[src/rtl/apb_initiator.sv]
// Single-outstanding APB3 master: turns a valid/ready request into one
// SETUP/ACCESS transfer and returns exactly one held response per request.
module apb_initiator #(
    parameter int unsigned ADDR_W         = 5,
    parameter int unsigned DATA_W         = 8,
    parameter int unsigned TIMEOUT_CYCLES = 16
) (
    input  logic              PCLK,
    input  logic              PRESETN,
    input  logic              req_valid,
    output logic              req_ready,
    input  logic              req_write,
    input  logic [ADDR_W-1:0] req_addr,
    input  logic [DATA_W-1:0] req_wdata,
    output logic              rsp_valid,
    input  logic              rsp_ready,
    output logic [DATA_W-1:0] rsp_rdata,
    output logic              rsp_err,
    output logic              rsp_timeout,
    output logic              busy,
    output logic              PSEL,
    output logic              PENABLE,
    output logic              PWRITE,
    output logic [ADDR_W-1:0] PADDR,
    output logic [DATA_W-1:0] PWDATA,
    input  logic [DATA_W-1:0] PRDATA,
    input  logic              PREADY,
    input  logic              PSLVERR
);

    localparam int unsigned CNT_W = 16;
    // Counter value of the last tolerated ACCESS cycle; unused when timeout is off.
    localparam logic [CNT_W-1:0] CNT_LAST   = CNT_W'(TIMEOUT_CYCLES - 1);
    localparam logic [CNT_W-1:0] CNT_MAX    = '1;
    localparam bit               TIMEOUT_EN = (TIMEOUT_CYCLES != 0);

    typedef enum logic [1:0] {
        IDLE   = 2'd0,
        SETUP  = 2'd1,
        ACCESS = 2'd2,
        RESP   = 2'd3
    } state_t;

    state_t             state;
    state_t             state_next;
    logic [CNT_W-1:0]   wait_cnt;
    logic [CNT_W-1:0]   wait_cnt_d;
    logic               psel_d;
    logic               penable_d;
    logic               pwrite_d;
    logic [ADDR_W-1:0]  paddr_d;
    logic [DATA_W-1:0]  pwdata_d;
    logic               rsp_valid_d;
    logic [DATA_W-1:0]  rsp_rdata_d;
    logic               rsp_err_d;
    logic               rsp_timeout_d;
    logic               busy_d;

    // Only the request handshake is combinational: accept whenever idle.
    assign req_ready = (state == IDLE);

    // State, APB outputs, response and wait counter registers.
    always_ff @(posedge PCLK or negedge PRESETN) begin
        if (!PRESETN) begin
            state       <= IDLE;
            wait_cnt    <= '0;
            PSEL        <= 1'b0;
            PENABLE     <= 1'b0;
            PWRITE      <= 1'b0;
            PADDR       <= '0;
            PWDATA      <= '0;
            rsp_valid   <= 1'b0;
            rsp_rdata   <= '0;
            rsp_err     <= 1'b0;
            rsp_timeout <= 1'b0;
            busy        <= 1'b0;
        end else begin
            state       <= state_next;
            wait_cnt    <= wait_cnt_d;
            PSEL        <= psel_d;
            PENABLE     <= penable_d;
            PWRITE      <= pwrite_d;
            PADDR       <= paddr_d;
            PWDATA      <= pwdata_d;
            rsp_valid   <= rsp_valid_d;
            rsp_rdata   <= rsp_rdata_d;
            rsp_err     <= rsp_err_d;
            rsp_timeout <= rsp_timeout_d;
            busy        <= busy_d;
        end
    end

    // Next-state and next-output decode; every register holds by default.
    always_comb begin
        state_next    = state;
        wait_cnt_d    = wait_cnt;
        psel_d        = PSEL;
        penable_d     = PENABLE;
        pwrite_d      = PWRITE;
        paddr_d       = PADDR;
        pwdata_d      = PWDATA;
        rsp_valid_d   = rsp_valid;
        rsp_rdata_d   = rsp_rdata;
        rsp_err_d     = rsp_err;
        rsp_timeout_d = rsp_timeout;

        case (state)
            IDLE: begin
                if (req_valid) begin
                    pwrite_d   = req_write;
                    paddr_d    = req_addr;
                    pwdata_d   = req_wdata;
                    psel_d     = 1'b1;
                    penable_d  = 1'b0;
                    state_next = SETUP;
                end
            end
            SETUP: begin
                penable_d  = 1'b1;
                wait_cnt_d = '0;
                state_next = ACCESS;
            end
            ACCESS: begin
                if (PREADY) begin
                    rsp_rdata_d   = PWRITE ? '0 : PRDATA;
                    rsp_err_d     = PSLVERR;
                    rsp_timeout_d = 1'b0;
                    psel_d        = 1'b0;
                    penable_d     = 1'b0;
                    rsp_valid_d   = 1'b1;
                    state_next    = RESP;
                end else if (TIMEOUT_EN && (wait_cnt == CNT_LAST)) begin
                    rsp_rdata_d   = '0;
                    rsp_err_d     = 1'b1;
                    rsp_timeout_d = 1'b1;
                    psel_d        = 1'b0;
                    penable_d     = 1'b0;
                    rsp_valid_d   = 1'b1;
                    state_next    = RESP;
                end else if (wait_cnt != CNT_MAX) begin
                    // Saturate so a disabled timeout never wraps back to CNT_LAST.
                    wait_cnt_d = wait_cnt + CNT_W'(1);
                end
            end
            RESP: begin
                if (rsp_ready) begin
                    rsp_valid_d = 1'b0;
                    state_next  = IDLE;
                end
            end
            default: begin
                state_next = IDLE;
            end
        endcase

        busy_d = (state_next != IDLE);
    end

endmodule
[config.mk]
export PLATFORM = sky130hd
export DESIGN_NAME = apb_initiator
export DESIGN_NICKNAME = d
export VERILOG_FILES = /design/src/rtl/apb_initiator.sv
export SDC_FILE = /design/constraint.sdc
export NUM_CORES = 1
export LEC_CHECK = 0
export CAP_MARGIN = 10
export CORE_ASPECT_RATIO = 1.4
export CORE_MARGIN = 4
export CORE_UTILIZATION = 35
export DETAILED_ROUTE_END_ITERATION = 12
export DONT_BUFFER_PORTS = 1
export GPL_TIMING_DRIVEN = 0
export PLACE_DENSITY = 0.58
export SLEW_MARGIN = 25
export SYNTH_ARGS = -nofsm -noshare
export SYNTH_HDL_FRONTEND = slang
export SYNTH_SLANG_ARGS = --single-unit
export TNS_END_PERCENT = 5
[constraint.sdc]
create_clock -name PCLK -period 4.45 [get_ports PCLK]
set_clock_uncertainty 0.2 [all_clocks]
set_input_delay 0.2225 -clock PCLK [delete_from_list [all_inputs] [get_ports PCLK]]
set_output_delay 0.2225 -clock PCLK [all_outputs]
set_load 0.02 [all_outputs]
==> flow_metrics.env <==
export IMPL_outcome="complete, no violations"
export IMPL_syn_nets=228
export IMPL_power_density_nw_per_um2=599
export IMPL_synth_seq_area_share_pct=55.1
export IMPL_yosysTopAreaCellShare_pct=55.1
export IMPL_topRoutingLayerUsed="met4"
export IMPL_period_share_pct=61.5
export IMPL_slew_viol_final=0
export IMPL_grt_pass1_vias=1633
export IMPL_grt_use_total_pct=13.9
export IMPL_drcViolationCount=0
export IMPL_wl_per_cell_um=15.6
export IMPL_max_clock_path_buffers=2
export IMPL_drtIter0Drc=47
export IMPL_grt_max_degree=47
export IMPL_synthDistinctLibCells=35
export IMPL_dr_pass1_iters=4
export IMPL_slew_headroom_pct=41.0
export IMPL_synthArstFlopShare_pct=100
export IMPL_tns_ps=0
export IMPL_synth_edf_count=0
export IMPL_endpoint_kind="register"
export IMPL_grt_pass1_wl_um=8020
export IMPL_num_vias=1641
export IMPL_port_buffers=0
export IMPL_power_w=0.00156
export IMPL_die_y_um=99.4
export IMPL_yosysWarningCount=0
export IMPL_overflow=0
export IMPL_postLayoutSetupSlackWorst_ps=1710
export IMPL_setup_violations=0
export IMPL_fin_hold_ws_ps=128
export IMPL_cts_root_buf="clkbuf_8"
export IMPL_cts_resized_gates=0
export IMPL_drt_wl_total_um=4800
export IMPL_die_w_um=73.3
export IMPL_cts_sinks=46
export IMPL_yosysMostFrequentCell="dfrtp_1"
export IMPL_start_kind="register"
export IMPL_syn_avg_cell_area_um2=10.5
export IMPL_antennaDiodeCount=0
export IMPL_worstSetupPathType="reg -> reg"
export IMPL_ir_worst_vdd_v=0.000342
export IMPL_core_area_um2=5820
export IMPL_drive_gt1_share_pct=12.2
export IMPL_worst_pin_slew_ps=878
export IMPL_clkTransAtPathRegs_ps=90
export IMPL_synth_top_area_cell="dfrtp_1"
export IMPL_synth_seq_cells=46
export IMPL_dp_slack_ps=1840
export IMPL_antenna_found_initial=0
export IMPL_cts_setup_buffers=0
export IMPL_synth_common_cells="dfrtp_1, nand2_1, nand3_1"
export IMPL_ys_top_cells_by_area="dfrtp_1, mux2_2, nand2_1"
export IMPL_final_design_area_no_fill_um2=2600
export IMPL_rsz0062_at_grt="false"
export IMPL_max_cap_violations=0
export IMPL_crit_required_ps=4430
export IMPL_wl_met1_um=2030
export IMPL_met3_length_um=298
export IMPL_final_hold_violation_count=0
export IMPL_insertion_delay_ps=300
export IMPL_area_growth_pct=24.7
export IMPL_dpl_instance_area_um2=2180
export IMPL_fin_nets=265
export IMPL_syn_instance_count=199
export IMPL_period_needed_ps=2740
export IMPL_cts_htree_levels=2
export IMPL_die_area_um2=7280
export IMPL_routed_wl_met2_um=2400
export IMPL_gp_congestion=0.778
export IMPL_syn_area_um2=2090
export IMPL_start_util_pct=35.9
export IMPL_synth_ff_type="dfrtp_1"
export IMPL_fmax_mhz=365
export IMPL_ant_nets=0
export IMPL_dp_hpwl_um=3300
export IMPL_hold_class="in -> reg"
export IMPL_rows=33
export IMPL_cts_hold_buf=30
export IMPL_num_io_pins=57
export IMPL_crit_path_max_fanout=10
export IMPL_cts_buffers=5
export IMPL_power_leakage_nw=1.14
export IMPL_cts_tree="yes"
export IMPL_crit_arrival_ps=2720
export IMPL_vias_per_cell=5.35
==> metrics by stage <==
step	utilization, %	std cells
4_1_cts	44.7	307
5_1_grt	44.7	307
3_5_place_dp	37.4	269
2_1_floorplan	-	199
6_report	44.7	307
3_3_place_gp	37.4	269
==> layout make-up <==
cell class | instances | area, um2
tap | 70 | 87.6
clock buffer | 6 | 72.6
buffer | 8 | 53.8
inverter | 5 | 18.8
fill | 537 | 3220
sequential | 46 | 1150
timing repair buffer | 30 | 318
multi-input combinational | 140 | 865
clock inverter | 2 | 37.5
==> power breakdown <==
part / switching (W) / internal, W
sequential: 0.000277 / 0.000569
combinational: 0.000218 / 0.000185
clock: 0.000142 / 0.000168
==> critical path, cell delays in order (launching register included) <==
cell           delay (ps)
dfrtp_1               430
ha_1                  250
and3_1                250
a41o_1                200
buf_6                 140
and2_1                130
clkbuf_1              220
o22a_1                250
dlygate4sd3_1         560
==> sequential cells by signal (all words and copies together), names as in the netlist <==
register / cells
wait_cnt: 16
PWDATA: 8
rsp_rdata: 8
PADDR: 5
state: 2
PENABLE: 1
PSEL: 1
PWRITE: 1
busy: 1
rsp_err: 1
rsp_timeout: 1
rsp_valid: 1
==> cells by family (layout without fill, tap and decap cells) <==
| family | after synthesis | in the layout | share of synthesized area [%] |
|---|---|---|---|
| flip-flops | 46 | 46 | 55.1 |
| adder cells (fa/ha/maj) | 1 | 1 | 0.599 |
| AO/OA/AOI/OAI | 31 | 31 | 10.5 |
| AND/OR/NAND/NOR | 89 | 89 | 20.3 |
| buffers and inverters | 13 | 51 | 3.47 |
| multiplexers | 19 | 19 | 10.0 |
==> metal layers <==
| metal | global-route usage, % | up-vias |
|---|---|---|
| met5 | 0 | - |
| met2 | 22.3 | 51 |
| met1 | 17.9 | 781 |
| met3 | 3.84 | 7 |
| met4 | 4.97 | 0 |
| li1 | - | 802 |
==> cells in the final DEF, fill, tap and decap left out, types with 3 or more instances in the layout <==
cell	Yosys	layout
and3_1	3	3
dlygate4sd3_1	0	29
o41ai_1	4	4
o211ai_1	3	3
dfrtp_1	46	46
nor4_1	4	4
o311ai_0	4	4
o21ai_0	4	4
mux2_2	15	15
nor3_1	7	7
or4_1	3	3
nand4_1	5	5
nand3_1	18	18
clkbuf_8	0	5
buf_6	3	3
a21oi_1	7	7
nand2_1	35	35
nor2_1	9	9
clkbuf_1	4	5
mux2i_1	4	4
inv_1	5	5
==> path summary, 6_finish.rpt <==
path | start | endpoint | slack (ps) | cells after the start
worst min register to register | wait_cnt[7] | wait_cnt[7] | 320 | 1
worst min-delay path | PREADY | state[0] | 130 | 4
max in group asynchronous | PRESETN | wait_cnt[6] | 3600 | 2
worst max-delay path | wait_cnt[0] | rsp_err | 1710 | 8
worst max register to register | wait_cnt[0] | rsp_err | 1710 | 8
min in group asynchronous | PRESETN | wait_cnt[10] | 220 | 2
Power figures use the tool's default switching activity.
